<file path="src/rtl/bcd_pkg.sv">
// rtl/bcd_pkg.sv - shared BCD digit type, limits and load clamp helper.
package bcd_pkg;

  typedef logic [3:0] bcd_digit_t;

  localparam bcd_digit_t BCD_MAX = 4'd9;
  localparam bcd_digit_t BCD_MIN = 4'd0;

  function automatic bcd_digit_t bcd_clamp(input logic [3:0] d);
    return (d > BCD_MAX) ? BCD_MAX : d;
  endfunction

endpackage

</file>
<file path="src/rtl/bcd_updown_cell.sv">
// rtl/bcd_updown_cell.sv - one up/down BCD decade with terminal-count flags.
module bcd_updown_cell
  import bcd_pkg::*;
(
  input  logic       clk,
  input  logic       reset,
  input  logic       en_in,
  input  logic       up,
  input  logic       load,
  input  bcd_digit_t value,
  output bcd_digit_t digit,
  output logic       term_up,
  output logic       term_down
);

  assign term_up   = (digit == BCD_MAX);
  assign term_down = (digit == BCD_MIN);

  always_ff @(posedge clk or posedge reset) begin
    if (reset) begin
      digit <= BCD_MIN;
    end else if (load) begin
      digit <= value;
    end else if (en_in) begin
      if (up) digit <= term_up ? BCD_MIN : digit + 4'd1;
      else    digit <= term_down ? BCD_MAX : digit - 4'd1;
    end
  end

endmodule

</file>
<file path="src/rtl/bcd_counter_n.sv">
// rtl/bcd_counter_n.sv - N-decade up/down BCD counter with wrap pulses.
// Parallel load with digit clamping is built only when BCD_COUNTER_LOAD_EN is defined.
module bcd_counter_n
  import bcd_pkg::*;
#(
  parameter int NUM_DIGITS = 4
) (
  input  logic                    clk,
  input  logic                    reset,
  input  logic                    en,
  input  logic                    up,
  input  logic                    load,
  input  logic [4*NUM_DIGITS-1:0] load_value,
  output logic [4*NUM_DIGITS-1:0] count,
  output logic                    carry_out,
  output logic                    borrow_out,
  output logic                    load_err
);

  logic                    load_int;
  logic [4*NUM_DIGITS-1:0] load_clamped;
  logic [NUM_DIGITS:0]     en_chain;
  logic [NUM_DIGITS-1:0]   term_up;
  logic [NUM_DIGITS-1:0]   term_down;

`ifdef BCD_COUNTER_LOAD_EN
  logic load_over;

  assign load_int = load;

  always_comb begin
    load_clamped = '0;
    load_over    = 1'b0;
    for (int k = 0; k < NUM_DIGITS; k++) begin
      load_clamped[4*k +: 4] = bcd_clamp(load_value[4*k +: 4]);
      if (load_value[4*k +: 4] > BCD_MAX) load_over = 1'b1;
    end
  end

  always_ff @(posedge clk or posedge reset) begin
    if (reset) load_err <= 1'b0;
    else       load_err <= load & load_over;
  end
`else
  logic unused_load;

  assign load_int     = 1'b0;
  assign load_clamped = '0;
  assign load_err     = 1'b0;
  assign unused_load  = ^{load, load_value};
`endif

  // A decade steps only when every lower decade sits at its terminal value.
  assign en_chain[0] = en;

  for (genvar k = 0; k < NUM_DIGITS; k++) begin : g_digit
    bcd_updown_cell u_cell (
      .clk       (clk),
      .reset     (reset),
      .en_in     (en_chain[k]),
      .up        (up),
      .load      (load_int),
      .value     (load_clamped[4*k +: 4]),
      .digit     (count[4*k +: 4]),
      .term_up   (term_up[k]),
      .term_down (term_down[k])
    );
    assign en_chain[k+1] = en_chain[k] & (up ? term_up[k] : term_down[k]);
  end

  always_ff @(posedge clk or posedge reset) begin
    if (reset) begin
      carry_out  <= 1'b0;
      borrow_out <= 1'b0;
    end else begin
      carry_out  <= ~load_int & en_chain[NUM_DIGITS] & up;
      borrow_out <= ~load_int & en_chain[NUM_DIGITS] & ~up;
    end
  end

endmodule

</file>
<file path="config.mk">
export PLATFORM = sky130hd
export DESIGN_NAME = bcd_counter_n
export DESIGN_NICKNAME = d
export VERILOG_FILES = /design/src/rtl/bcd_pkg.sv /design/src/rtl/bcd_updown_cell.sv /design/src/rtl/bcd_counter_n.sv
export SDC_FILE = /design/constraint.sdc
export NUM_CORES = 1
export LEC_CHECK = 0
export BUFFER_PORTS_ARGS = -buffer_cell sky130_fd_sc_hd__buf_2
export CORE_ASPECT_RATIO = 1.25
export CORE_MARGIN = 5
export CORE_UTILIZATION = 54
export CTS_CLUSTER_DIAMETER = 40
export CTS_CLUSTER_SIZE = 25
export DETAILED_ROUTE_END_ITERATION = 10
export PLACE_DENSITY = 0.93
export SYNTH_ARGS = -nofsm -noshare
export SYNTH_HDL_FRONTEND = slang
export SYNTH_SLANG_ARGS = --single-unit
</file>
<file path="constraint.sdc">
create_clock -name clk -period 5.6 [get_ports clk]
set_input_delay 0.84 -clock clk [delete_from_list [all_inputs] [get_ports clk]]
set_output_delay 0.84 -clock clk [all_outputs]
set_load 0.1 [all_outputs]
</file>
==> results.rst <==
.. list-table::
   :header-rows: 1

   * - Metric
     - Value
   * - Result of the run
     - completed
   * - Class of the tightest hold or removal check
     - input pin to async pin
   * - Unrepaired setup endpoints after global routing
     - no
   * - Non-Filler Cell Area, Final
     - 0.00139 mm2
   * - Final routed wirelength across all metal layers
     - 2.89 mm
   * - Adder-cell share of the synthesized area
     - 0%
   * - Worst-path clk slew
     - 0.11 ns
   * - Post-synthesis cell area
     - 0.00128 mm2
   * - Max-capacitance violation count
     - 0
   * - Number of CTS-inserted buffers
     - 3
   * - Setup-failing EPs final
     - 0
   * - Via count of the first global-routing pass
     - 1,155
   * - Number of synthesized flops with an enable pin
     - 0
   * - Fraction of layout instances using a drive strength above 1
     - 18.0%
   * - Syn Nets
     - 183
   * - Full die area
     - 0.00346 mm2
   * - Share of the synthesized area in compound gates (AO/OA/AOI/OAI)
     - 24.3%
   * - Global-route wire length before repair
     - 5.08 mm
   * - Hold-fix buffer count after cts
     - 0
   * - Placer's final routability congestion estimate
     - 0.815
   * - Core Util, Final
     - 62.0%
   * - Detailed placer's ending HPWL
     - 2.07 mm
   * - Maximum number of pins on one net before global-route repair
     - 31
   * - Commonest cells in the synthesized netlist
     - dfrtp_1 (18), o21ai_0 (17), nor2_1 (16)
   * - CP arrival
     - 2.84 ns
   * - Synth Instances
     - 162
   * - Die height
     - 64.5 um
   * - Total negative setup slack
     - 0 ns
   * - Initial antenna violation count
     - 0
   * - Top achievable clock speed
     - 384 MHz
   * - Met3 Wirelength
     - 110 um
   * - Count of cell types in the netlist
     - 45
   * - Number of placement rows
     - 19
   * - Amount of wire on met2 after detailed routing
     - 1.52 mm
   * - Largest stage delay on the critical path
     - 0.55 ns
   * - Fraction of synthesis flops using an asynchronous set or reset pin
     - 100%
   * - Avg Vias per Cell
     - 6.15
   * - Top Family by Delay on Critical Path
     - simple AND/OR/NAND/NOR gates
   * - Area growth syn-to-layout
     - 7.79%
   * - Required time at the worst-slack endpoint
     - 5.84 ns
   * - Clock Sink Count
     - 18
   * - P_leak
     - 0.636 nW
   * - PnR worst setup slack
     - 3.00 ns
   * - Number of ports placed on the die boundary
     - 40
   * - Bufs and invs on worst path
     - 1
   * - Clock period minus final worst setup slack
     - 2.60 ns
   * - Post-Syn Area per Cell
     - 7.93 um2
   * - Area share of the largest cell type after synthesis
     - 35.1%
   * - Number of diodes added for antenna fixing
     - 0
   * - Overall track demand over capacity in global routing
     - 19.3%
   * - Starting density of the core
     - 57.5%
   * - Number of gates given a new drive strength after cts
     - 0
   * - Post-synthesis share of cell area spent on and, or, nand and nor gates
     - 27.7%
   * - Horizontal die dimension
     - 53.6 um
   * - Startpoint class of the critical path
     - input pin
   * - Leading register cell type out of synthesis
     - dfrtp_1
   * - Number of standard cells in the layout, taps in and fillers out
     - 203
   * - Clock latency of the later-clocked register in the worst-skew pair
     - 0.31 ns
   * - Slew HR
     - 53.6%
   * - Final number of hold-violating endpoints
     - 0
   * - Number of levels the H-tree was split into
     - 1
   * - Buffers from clock root to sink, at most
     - 2
   * - Most area-hungry cell type in the Yosys netlist
     - dfrtp_1
   * - Area after DPL
     - 0.00136 mm2
   * - Antenna violation net count after detailed routing
     - 0
   * - Vias after detailed routing
     - 1,248
   * - IO Port Bufs
     - 21
   * - Pre-CTS setup slack
     - 2.71 ns
   * - Transition time at the pin with the least slew margin
     - 0.696 ns
   * - Placed Cells
     - 200
   * - Classification of the worst setup path
     - input pin to flip-flop
   * - Post-route fraction of the period consumed by the critical path
     - 46.5%
   * - Nature of the critical path endpoint
     - flip-flop
   * - Standard cell with the maximum stage delay on the critical path
     - a211oi_4
   * - GRT overflow
     - 0
   * - Top routing layer in use
     - met4
   * - Largest family of logic cells by synthesized area
     - simple AND/OR/NAND/NOR gates
   * - Buffers inserted by post-CTS timing repair
     - 0
   * - Most repeated cell in the gate-level netlist after synthesis
     - dfrtp_1
   * - Number of DRC markers in iteration 0
     - 51
   * - Final number of max-transition violations
     - 0
   * - Max Fanout on Critical Path
     - 30
   * - Fin nets
     - 195
   * - Clock skew after layout
     - 0.00959 ns
   * - CTS tree
     - yes
   * - Wire length on met1
     - 1.18 mm
   * - Pwr per Cell Area
     - 624 mW/mm2
   * - Largest cells by area after synthesis
     - dfrtp_1 (35%), o21ai_0 (6.6%), nor2_1 (4.7%), a21oi_1 (3.9%), nand2_1 (3.5%)
   * - Share of synthesized area occupied by flip-flops and latches
     - 35.1%
   * - Cell at the root of the clock tree
     - clkbuf_4
   * - WL/cell
     - 14.2 um
   * - Maximum ir drop on the vdd rail
     - 0.479 mV
   * - Critical Path, Cell by Cell
     - buf_2, or3_4, a211oi_4, nand2_4, or4_1, o211ai_1
   * - Flops & latches, synth
     - 18
   * - Parity-gate share of the synthesized area counting xor and xnor cells
     - 4.09%
   * - Number of warnings printed during yosys synthesis
     - 0
   * - Core Region
     - 0.00223 mm2
   * - DR DRC count
     - 0
   * - Multiplexer area fraction after synthesis
     - 0.779%
   * - Number of detailed-routing iterations run before antenna repair
     - 4
-- per-layer routing --
metal	vias up	global-route usage, %
met5	-	0
met1	609	23.0
met2	36	32.7
li1	595	-
met4	0	10.9
met3	8	2.29
-- logic make-up after synthesis --
logic type	Yosys count
xor gates and xnor gates	6
DFF	18
muxes	1
buffers and inverters	23
other	1
and+or+nand+nor	65
AOI/OAI and AO/OA	48
-- cell usage in the layout (no fill, tap or decap), drive strengths merged, types with 4 or more instances in the layout --
master and count:
a21oi 10, inv 9, or3 4, nor2 16, nand3 7, nor3 5, nand4 4, o21ai 17
buf 21, dfrtp 18, nand2 13, xnor2 4
-- final timing paths --
kind,endpoint,slack (ns),startpoint,cells after the start
worst max-delay path,g_digit[2].u_cell.digit[3],3.00,up,6
worst min-delay path,g_digit[0].u_cell.digit[0],0.61,reset,2
worst max register to register,g_digit[2].u_cell.digit[3],3.28,g_digit[0].u_cell.digit[0],5
worst min register to register,g_digit[3].u_cell.digit[1],0.62,g_digit[3].u_cell.digit[1],1
max in group asynchronous,g_digit[3].u_cell.digit[0],4.53,reset,2
min in group clk,g_digit[3].u_cell.digit[1],0.62,g_digit[3].u_cell.digit[1],1
-- flip-flops by register name, indices dropped and copies added, names as in the netlist --
register / flops
g_digit.u_cell.digit: 16
borrow_out: 1
carry_out: 1
-- layout make-up --
type	count	area [um2]
clock buffer	3	22.5
fill	217	850
inverter	9	33.8
multi-input combinational	121	734
sequential	18	450
tap	31	38.8
timing repair buffer	21	105
-- report_power, final --
group / internal, W / leakage [nW] / total [W] / switching (W)
clock: 0.0000252 / 0.0138 / 0.0000679 / 0.0000427
combinational: 0.000114 / 0.403 / 0.000529 / 0.000415
sequential: 0.000169 / 0.219 / 0.000268 / 0.0000990
-- per-stage QoR --
stage	total power [W]	hold WS (ns)
final	0.000865	0.614
after global placement	0.000779	0.583
after CTS	0.000866	0.618
after floorplan	0.000728	0.779
after global routing	0.000916	0.644
after detailed placement	0.000800	0.600
Power figures use the tool's default switching activity.
